File: src/rtl/sp1_hmem_arb.sv
// Two-requester heap access arbiter with r1 lock for atomic GC sequences.
// Optional round-robin arbitration in OPEN when SP1_HMEM_ARB_RR_EN is defined.
`ifndef SP1_WORD_WIDTH
`define SP1_WORD_WIDTH 32
`endif

module sp1_hmem_arb #(
  parameter int DW = `SP1_WORD_WIDTH
) (
  input  logic          clk,
  input  logic          rst,
  input  logic          r0_req,
  input  logic          r0_type,
  input  logic          r0_sz,
  input  logic [DW-1:0] r0_adrs,
  input  logic [DW-1:0] r0_wr_dt0,
  input  logic [DW-1:0] r0_wr_dt1,
  output logic          r0_gnt,
  output logic          r0_rd_vld,
  input  logic          r1_req,
  input  logic          r1_type,
  input  logic          r1_sz,
  input  logic [DW-1:0] r1_adrs,
  input  logic [DW-1:0] r1_wr_dt0,
  input  logic [DW-1:0] r1_wr_dt1,
  input  logic          r1_lock,
  output logic          r1_gnt,
  output logic          r1_rd_vld,
  output logic [DW-1:0] rd_dt0,
  output logic [DW-1:0] rd_dt1,
  output logic          locked,
  output logic          h5_hmem_acs_en,
  output logic          h5_hmem_acs_type,
  output logic          h5_hmem_acs_sz,
  output logic [DW-1:0] h5_hmem_acs_adrs,
  output logic [DW-1:0] h5_hmem_wr_dt0,
  output logic [DW-1:0] h5_hmem_wr_dt1,
  input  logic [DW-1:0] h6_hmem_rd_dt0,
  input  logic [DW-1:0] h6_hmem_rd_dt1
);

  // state | meaning
  // OPEN  | both requesters may be granted
  // LOCK1 | heap reserved for r1; r0 blocked
  typedef enum logic {OPEN = 1'b0, LOCK1 = 1'b1} state_t;

  state_t state, state_nxt;
  logic   gnt0, gnt1;
  logic   p1_vld, p1_org, p2_vld, p2_org;

`ifdef SP1_HMEM_ARB_RR_EN
  logic last_r1;

  always_ff @(posedge clk) begin
    if (rst)       last_r1 <= 1'b1;
    else if (gnt0) last_r1 <= 1'b0;
    else if (gnt1) last_r1 <= 1'b1;
  end
`endif

  always_comb begin
    gnt0      = 1'b0;
    gnt1      = 1'b0;
    state_nxt = state;
    if (!rst) begin
      if (state == LOCK1) begin
        gnt1 = r1_req;
      end else if (r0_req && r1_req) begin
`ifdef SP1_HMEM_ARB_RR_EN
        gnt0 = last_r1;
        gnt1 = !last_r1;
`else
        gnt0 = 1'b1;
`endif
      end else begin
        gnt0 = r0_req;
        gnt1 = r1_req;
      end
      if (gnt1) state_nxt = r1_lock ? LOCK1 : OPEN;
    end
  end

  always_ff @(posedge clk) begin
    if (rst) state <= OPEN;
    else     state <= state_nxt;
  end

  // request stage: fields move only on a grant so the heap sees stable data
  always_ff @(posedge clk) begin
    if (rst) begin
      h5_hmem_acs_en   <= 1'b0;
      h5_hmem_acs_type <= 1'b0;
      h5_hmem_acs_sz   <= 1'b0;
      h5_hmem_acs_adrs <= '0;
      h5_hmem_wr_dt0   <= '0;
      h5_hmem_wr_dt1   <= '0;
    end else begin
      h5_hmem_acs_en <= gnt0 | gnt1;
      if (gnt0) begin
        h5_hmem_acs_type <= r0_type;
        h5_hmem_acs_sz   <= r0_sz;
        h5_hmem_acs_adrs <= r0_adrs;
        h5_hmem_wr_dt0   <= r0_wr_dt0;
        h5_hmem_wr_dt1   <= r0_wr_dt1;
      end else if (gnt1) begin
        h5_hmem_acs_type <= r1_type;
        h5_hmem_acs_sz   <= r1_sz;
        h5_hmem_acs_adrs <= r1_adrs;
        h5_hmem_wr_dt0   <= r1_wr_dt0;
        h5_hmem_wr_dt1   <= r1_wr_dt1;
      end
    end
  end

  // origin/read tracker, two deep to cover the heap's one-cycle read latency
  always_ff @(posedge clk) begin
    if (rst) begin
      p1_vld <= 1'b0;
      p1_org <= 1'b0;
      p2_vld <= 1'b0;
      p2_org <= 1'b0;
    end else begin
      p1_vld <= (gnt0 && !r0_type) || (gnt1 && !r1_type);
      p1_org <= gnt1;
      p2_vld <= p1_vld;
      p2_org <= p1_org;
    end
  end

  assign r0_gnt    = gnt0;
  assign r1_gnt    = gnt1;
  assign r0_rd_vld = p2_vld && !p2_org;
  assign r1_rd_vld = p2_vld && p2_org;
  assign rd_dt0    = h6_hmem_rd_dt0;
  assign rd_dt1    = h6_hmem_rd_dt1;
  assign locked    = (state == LOCK1);

endmodule

File: config.mk
export PLATFORM = sky130hd
export DESIGN_NAME = sp1_hmem_arb
export DESIGN_NICKNAME = d
export VERILOG_FILES = /design/src/rtl/sp1_hmem_arb.sv
export SDC_FILE = /design/constraint.sdc
export NUM_CORES = 1
export LEC_CHECK = 0
export BUFFER_PORTS_ARGS = -buffer_cell sky130_fd_sc_hd__buf_2
export CAP_MARGIN = 0
export CORE_AREA = 2 2 170 172
export DETAILED_ROUTE_END_ITERATION = 6
export DIE_AREA = 0 0 172 174
export PLACE_DENSITY = 0.43
export SLEW_MARGIN = 10
export SYNTH_ARGS = -nofsm -noshare
export SYNTH_HDL_FRONTEND = slang
export SYNTH_SLANG_ARGS = --single-unit
export TNS_END_PERCENT = 5
File: constraint.sdc
create_clock -name clk -period 2.8 [get_ports clk]
set_input_delay 0 -clock clk [delete_from_list [all_inputs] [get_ports clk]]
set_output_delay 0 -clock clk [all_outputs]
set_load 0.02 [all_outputs]
Word level (Yosys, flattened, before mapping):

Cells that the tools add are included.

* mux-type cells: 18
* bitwise gates (word level): 1
* reduce and logical (&&, ||, !) cells: 10

Operator list (number)
* 2-to-1 mux 32 bit: 6
* 2-to-1 mux 1 bit: 12
* logical AND 1 bit: 5
* logical NOT 1 bit: 3
* nonzero test 2 bit: 1
* logical OR 1 bit: 1
* bitwise OR 1 bit: 1

* register bits after elaboration: 104
* output and inout bits: 168
* word-level logic and storage cells: 40

Logic depth before layout (Yosys ltp):

* depth after elaboration: 7
* gate-level depth with buffers: 5

Worst setup path before layout:

Ideal clock, no wire load.

* path type: reg-to-reg
* start: register state (netlist: locked)
* end: register h5_hmem_acs_adrs[1]
* data arrival time: 1.309 ns
* required time: 2.678 ns
* path slack: 1.370 ns
* cell stages (with the launch flop): 6
* period minus slack after synthesis: 1.430 ns
* path through: dfxtp_1 > nor2b_4 > nor3b_2 > buf_12 > buf_8 > a221o_1

* word-level cells in the longest chain between the ends: 4
* elaborated cells between the ends (all ways): 7
* those cells by class: mux (6); reduce/logical (1)

RTL lines
* start: declaration: RTL line 47 `state_t state, state_nxt;`
* start signal: assignment: RTL line 85 `else state <= state_nxt;`
* 2-to-1 mux 1 bit: RTL line 66 `if (state == LOCK1) begin`
* 2-to-1 mux 1 bit (2 in a row): RTL line 65 `if (!rst) begin`
* net r1_gnt: RTL line 27 `output logic r1_gnt,`
* nonzero test 2 bit (no line)
* end signal: assignment: RTL line 102 `h5_hmem_acs_adrs <= r0_adrs;`
* end signal: assignment: RTL line 108 `h5_hmem_acs_adrs <= r1_adrs;`
* end: declaration: RTL line 35 `output logic [DW-1:0] h5_hmem_acs_adrs,`

The timed path passes the listed nets, and every way through them passes these cells. The select of a mux whose other input is x is not followed.
A chain may end at the register's enable or synchronous reset.

Worst setup path after layout:

* start: input rst
* end: register h5_hmem_wr_dt0[29]

* word-level cells in the longest chain between the ends: 2
* elaborated cells between the ends (all ways): 4
* those cells by class: mux (3); reduce/logical (1)

RTL lines
* start: declaration: RTL line 11 `input logic rst,`
* 2-to-1 mux 1 bit: RTL line 65
* 2-to-1 mux 32 bit / nonzero test 2 bit (equally long branches)
* end signal: assignment: RTL line 103 `h5_hmem_wr_dt0 <= r0_wr_dt0;`
* end signal: assignment: RTL line 109 `h5_hmem_wr_dt0 <= r1_wr_dt0;`
* end: declaration: RTL line 36 `output logic [DW-1:0] h5_hmem_wr_dt0,`

Several ways; a longest one is shown, not always the timed one.

==> impl_metrics.py <==
metrics = {
    "outcome": {
        "status": "completed",
    },
    "synth": {
        "ys_types": 19,
        "yosysWarningCount": 0,
        "syn_avg_cell_area_sq_um": 11.05,
        "synth-seq-cells": 104,
        "synth.cell_area_sq_um": 4574,
        "synth_nets": 679,
        "postSynthCellCount": 414,
        "ys_seq_area_share_pct": 45.51,
    },
    "placed_design": {
        "pre_cts_ws_ns": 1.272,
        "numPortBuffers": 304,
        "finalWeightedCongestion": 0.7276,
        "dp.final_hpwl_um": 10410,
    },
    "clocking": {
        "clk_pin_slew_ns": 0.07,
        "cts.path.max_buffers": 2,
        "htreeDepth": 3,
        "cts_tree": "built",
        "cts_setup_buffers": 0,
        "cts_root_buf": "clkbuf_16",
        "cts_num_sinks": 104,
        "clock_latency_ns": 0.35,
        "numCtsBuffers": 9,
    },
    "global_route": {
        "grt_pass1_wl_um": 24920,
        "grt_pass1_vias": 5069,
        "grt_max_degree": 61,
        "track_usage_pct": 10.48,
        "overflow": 0,
        "antenna_found_initial": 0,
    },
    "route": {
        "drc": 0,
        "wl_um": 16420,
        "postRouteAntennaNets": 0,
        "vias_per_cell": 3.909,
        "wl_per_cell_um": 13.35,
        "first_iter_violations": 157,
        "drt_pass1_iterations": 4,
        "num_vias": 4808,
    },
    "sta": {
        "rsz0062_at_grt": "false",
        "finalCriticalPeriod_ns": 2.081,
        "postLayoutSetupSlackWorst_ns": 0.7187,
        "max_freq_ghz": 0.4805,
        "drv_slew": 0,
        "hold_violations": 0,
        "setup_violations": 0,
        "fin_skew_ns": 0.01003,
        "worstMarginPinSlew_ns": 0.5778,
        "setup_tns_ns": 0,
        "period_share_pct": 74.33,
        "slew-limit-headroom_pct": 61.48,
    },
    "floorplanning": {
        "die_x_um": 172,
        "core_area_sq_um": 28240,
        "die_h_um": 174,
        "dieArea_sq_um": 29930,
        "rows": 62,
        "start_util_pct": 16.20,
        "ioPinCount": 433,
    },
    "power": {
        "switchingPower_mw": 1.071,
        "swShare_pct": 27.20,
        "p_clk_share_pct": 33.8,
        "power_frac_comb_pct": 23.8,
        "power_density_nw_per_um2": 477.2,
        "p_int_mw": 2.865,
        "p_leak_nw": 4.046,
        "peakVddDrop_v": 0.0002919,
        "seq_power_share_pct": 42.3,
    },
    "worst_setup_path": {
        "start_kind": "primary input",
        "crit_type": "in -> reg",
        "critPathMaxFanout": 60,
        "arrival_ns": 2.36,
        "cp_data_required_time_ns": 3.08,
        "endpoint_kind": "flip-flop",
    },
    "hold_path": {
        "min_path_type": "in -> out",
    },
    "job": {
        "max_cap_violations": 0,
    },
    "cells_and_area": {
        "layout.nets": 1106,
        "synthToLayoutAreaGrowth_pct": 80.28,
        "drive_above_1_share_pct": 39.01,
        "diodes": 0,
    },
}
worst paths after layout:
kind,startpoint,endpoint,slack [ns],cells past startpoint
worst max-delay path,rst,h5_hmem_wr_dt0[29]$_SDFFE_PP0P_,0.72,7
worst min-delay path,h6_hmem_rd_dt1[10],rd_dt1[10],0.000008,0
worst max register to register,locked$_SDFFE_PP0P_,h5_hmem_wr_dt0[29]$_SDFFE_PP0P_,0.73,5
worst min register to register,p1_org$_SDFF_PP0_,p2_org$_SDFF_PP0_,0.44,1
logic make-up (layout without fill, tap and decap cells):
family / Yosys count / after routing / share of synthesized area, %
and+or+nand+nor: 111 / 111 / 15.86
DFF: 104 / 104 / 45.51
AOI/OAI and AO/OA: 100 / 100 / 21.77
buffers and inverters: 99 / 531 / 16.85
power groups by stage:
| stage | Combinational [mW] | Sequential (mW) | Clock [mW] |
|---|---|---|---|
| floorplan | 0.361 | 1.84 | 0 |
| global placement | 0.665 | 1.70 | 0 |
| detailed placement | 0.669 | 1.69 | 0 |
| CTS | 0.939 | 1.66 | 1.43 |
| global route | 1.01 | 1.68 | 1.46 |
| finish | 0.939 | 1.67 | 1.33 |
per-stage QoR:
stage                     instance area, sq um  instances  power [mW]  util, %  hold WS [ns]
after global placement                    5918       1012       2.364    20.96     0.0001367
after global routing                      8247       1230       4.153    29.21    0.00002926
after floorplan                           4574        414       2.200        -        0.1126
after detailed placement                  5918       1012       2.363    20.96     0.0001367
after CTS                                 8247       1230       4.029    29.21     0.0001367
final                                     8247       1230       3.936    29.21   0.000007769
worst max-delay path, cell delays in order:
cell	delay, ns
dlygate4sd3_1	0.55
buf_2	0.20
nor3b_4	0.21
buf_4	0.50
and2_1	0.22
a221o_1	0.11
dlygate4sd3_1	0.54
sequential cells by signal, summed over array words and instances, names as in the netlist:
register          count
p2_org                1
locked                1
h5_hmem_acs_adrs     32
h5_hmem_acs_en        1
p1_vld                1
p2_vld                1
p1_org                1
h5_hmem_wr_dt0       32
h5_hmem_acs_type      1
h5_hmem_wr_dt1       32
h5_hmem_acs_sz        1
final cells by class:
cell class,count,area (sq um)
clock buffers,11,242.7
clock inverters,5,63.81
fillers,3054,19990
inverters,3,11.26
multi-input cells,211,1728
flip-flops and latches,104,2082
well taps,384,480.5
repair buffers,512,3638
per-layer routing:
metal / routed length [um] / share of wire, % / track usage [%] / up-vias
li1: - / - / - / 2310
met1: 6597 / 40 / 11.05 / 2224
met2: 8089 / 49 / 19.19 / 235
met3: 1288 / 7.8 / 2.983 / 39
met4: 444 / 2.7 / 4.552 / 0
met5: 0 / 0 / 0 / -
Yosys cell counts:
cell type,instances,area (sq um)
clkbuf_1,5,18.77
nor3b_2,1,12.51
nor2b_1,4,25.02
nor3b_1,1,7.510
nor2_1,2,7.510
nor3b_4,1,18.77
buf_4,68,510.5
and2_1,99,619.3
buf_8,10,150.1
buf_12,1,20.02
nor3_1,1,5.000
a221o_1,98,980.9
nor3_4,1,16.27
dfxtp_1,104,2082
a22o_2,1,10.01
inv_1,3,11.26
buf_2,12,60.06
a21oi_1,1,5.000
nor2b_4,1,13.76
what timing repair did:
| item | 4_1_cts | 5_1_grt |
|---|---|---|
| gates resized for setup | 0 | 0 |
| hold buffers | 202 | 0 |
| hold endpoints to repair | 103 | 0 |
layout by cell type (no fill, tap or decap):
cell	count
dlygate4sd3_1	202
inv_1	3
clkinv_4	2
a22o_2	1
nor2_1	2
bufinv_16	1
a221o_1	98
clkbuf_1	1
buf_12	4
and2_1	99
nor3_1	1
nor3b_4	2
clkbuf_16	9
nor2b_4	1
nor3b_1	1
buf_2	304
dfxtp_1	104
clkinvlp_4	1
nor2b_1	4
nor3_4	1
clkbuf_8	1
inv_6	1
a21oi_1	1
buf_4	2
(Power assumes the default switching activity.)
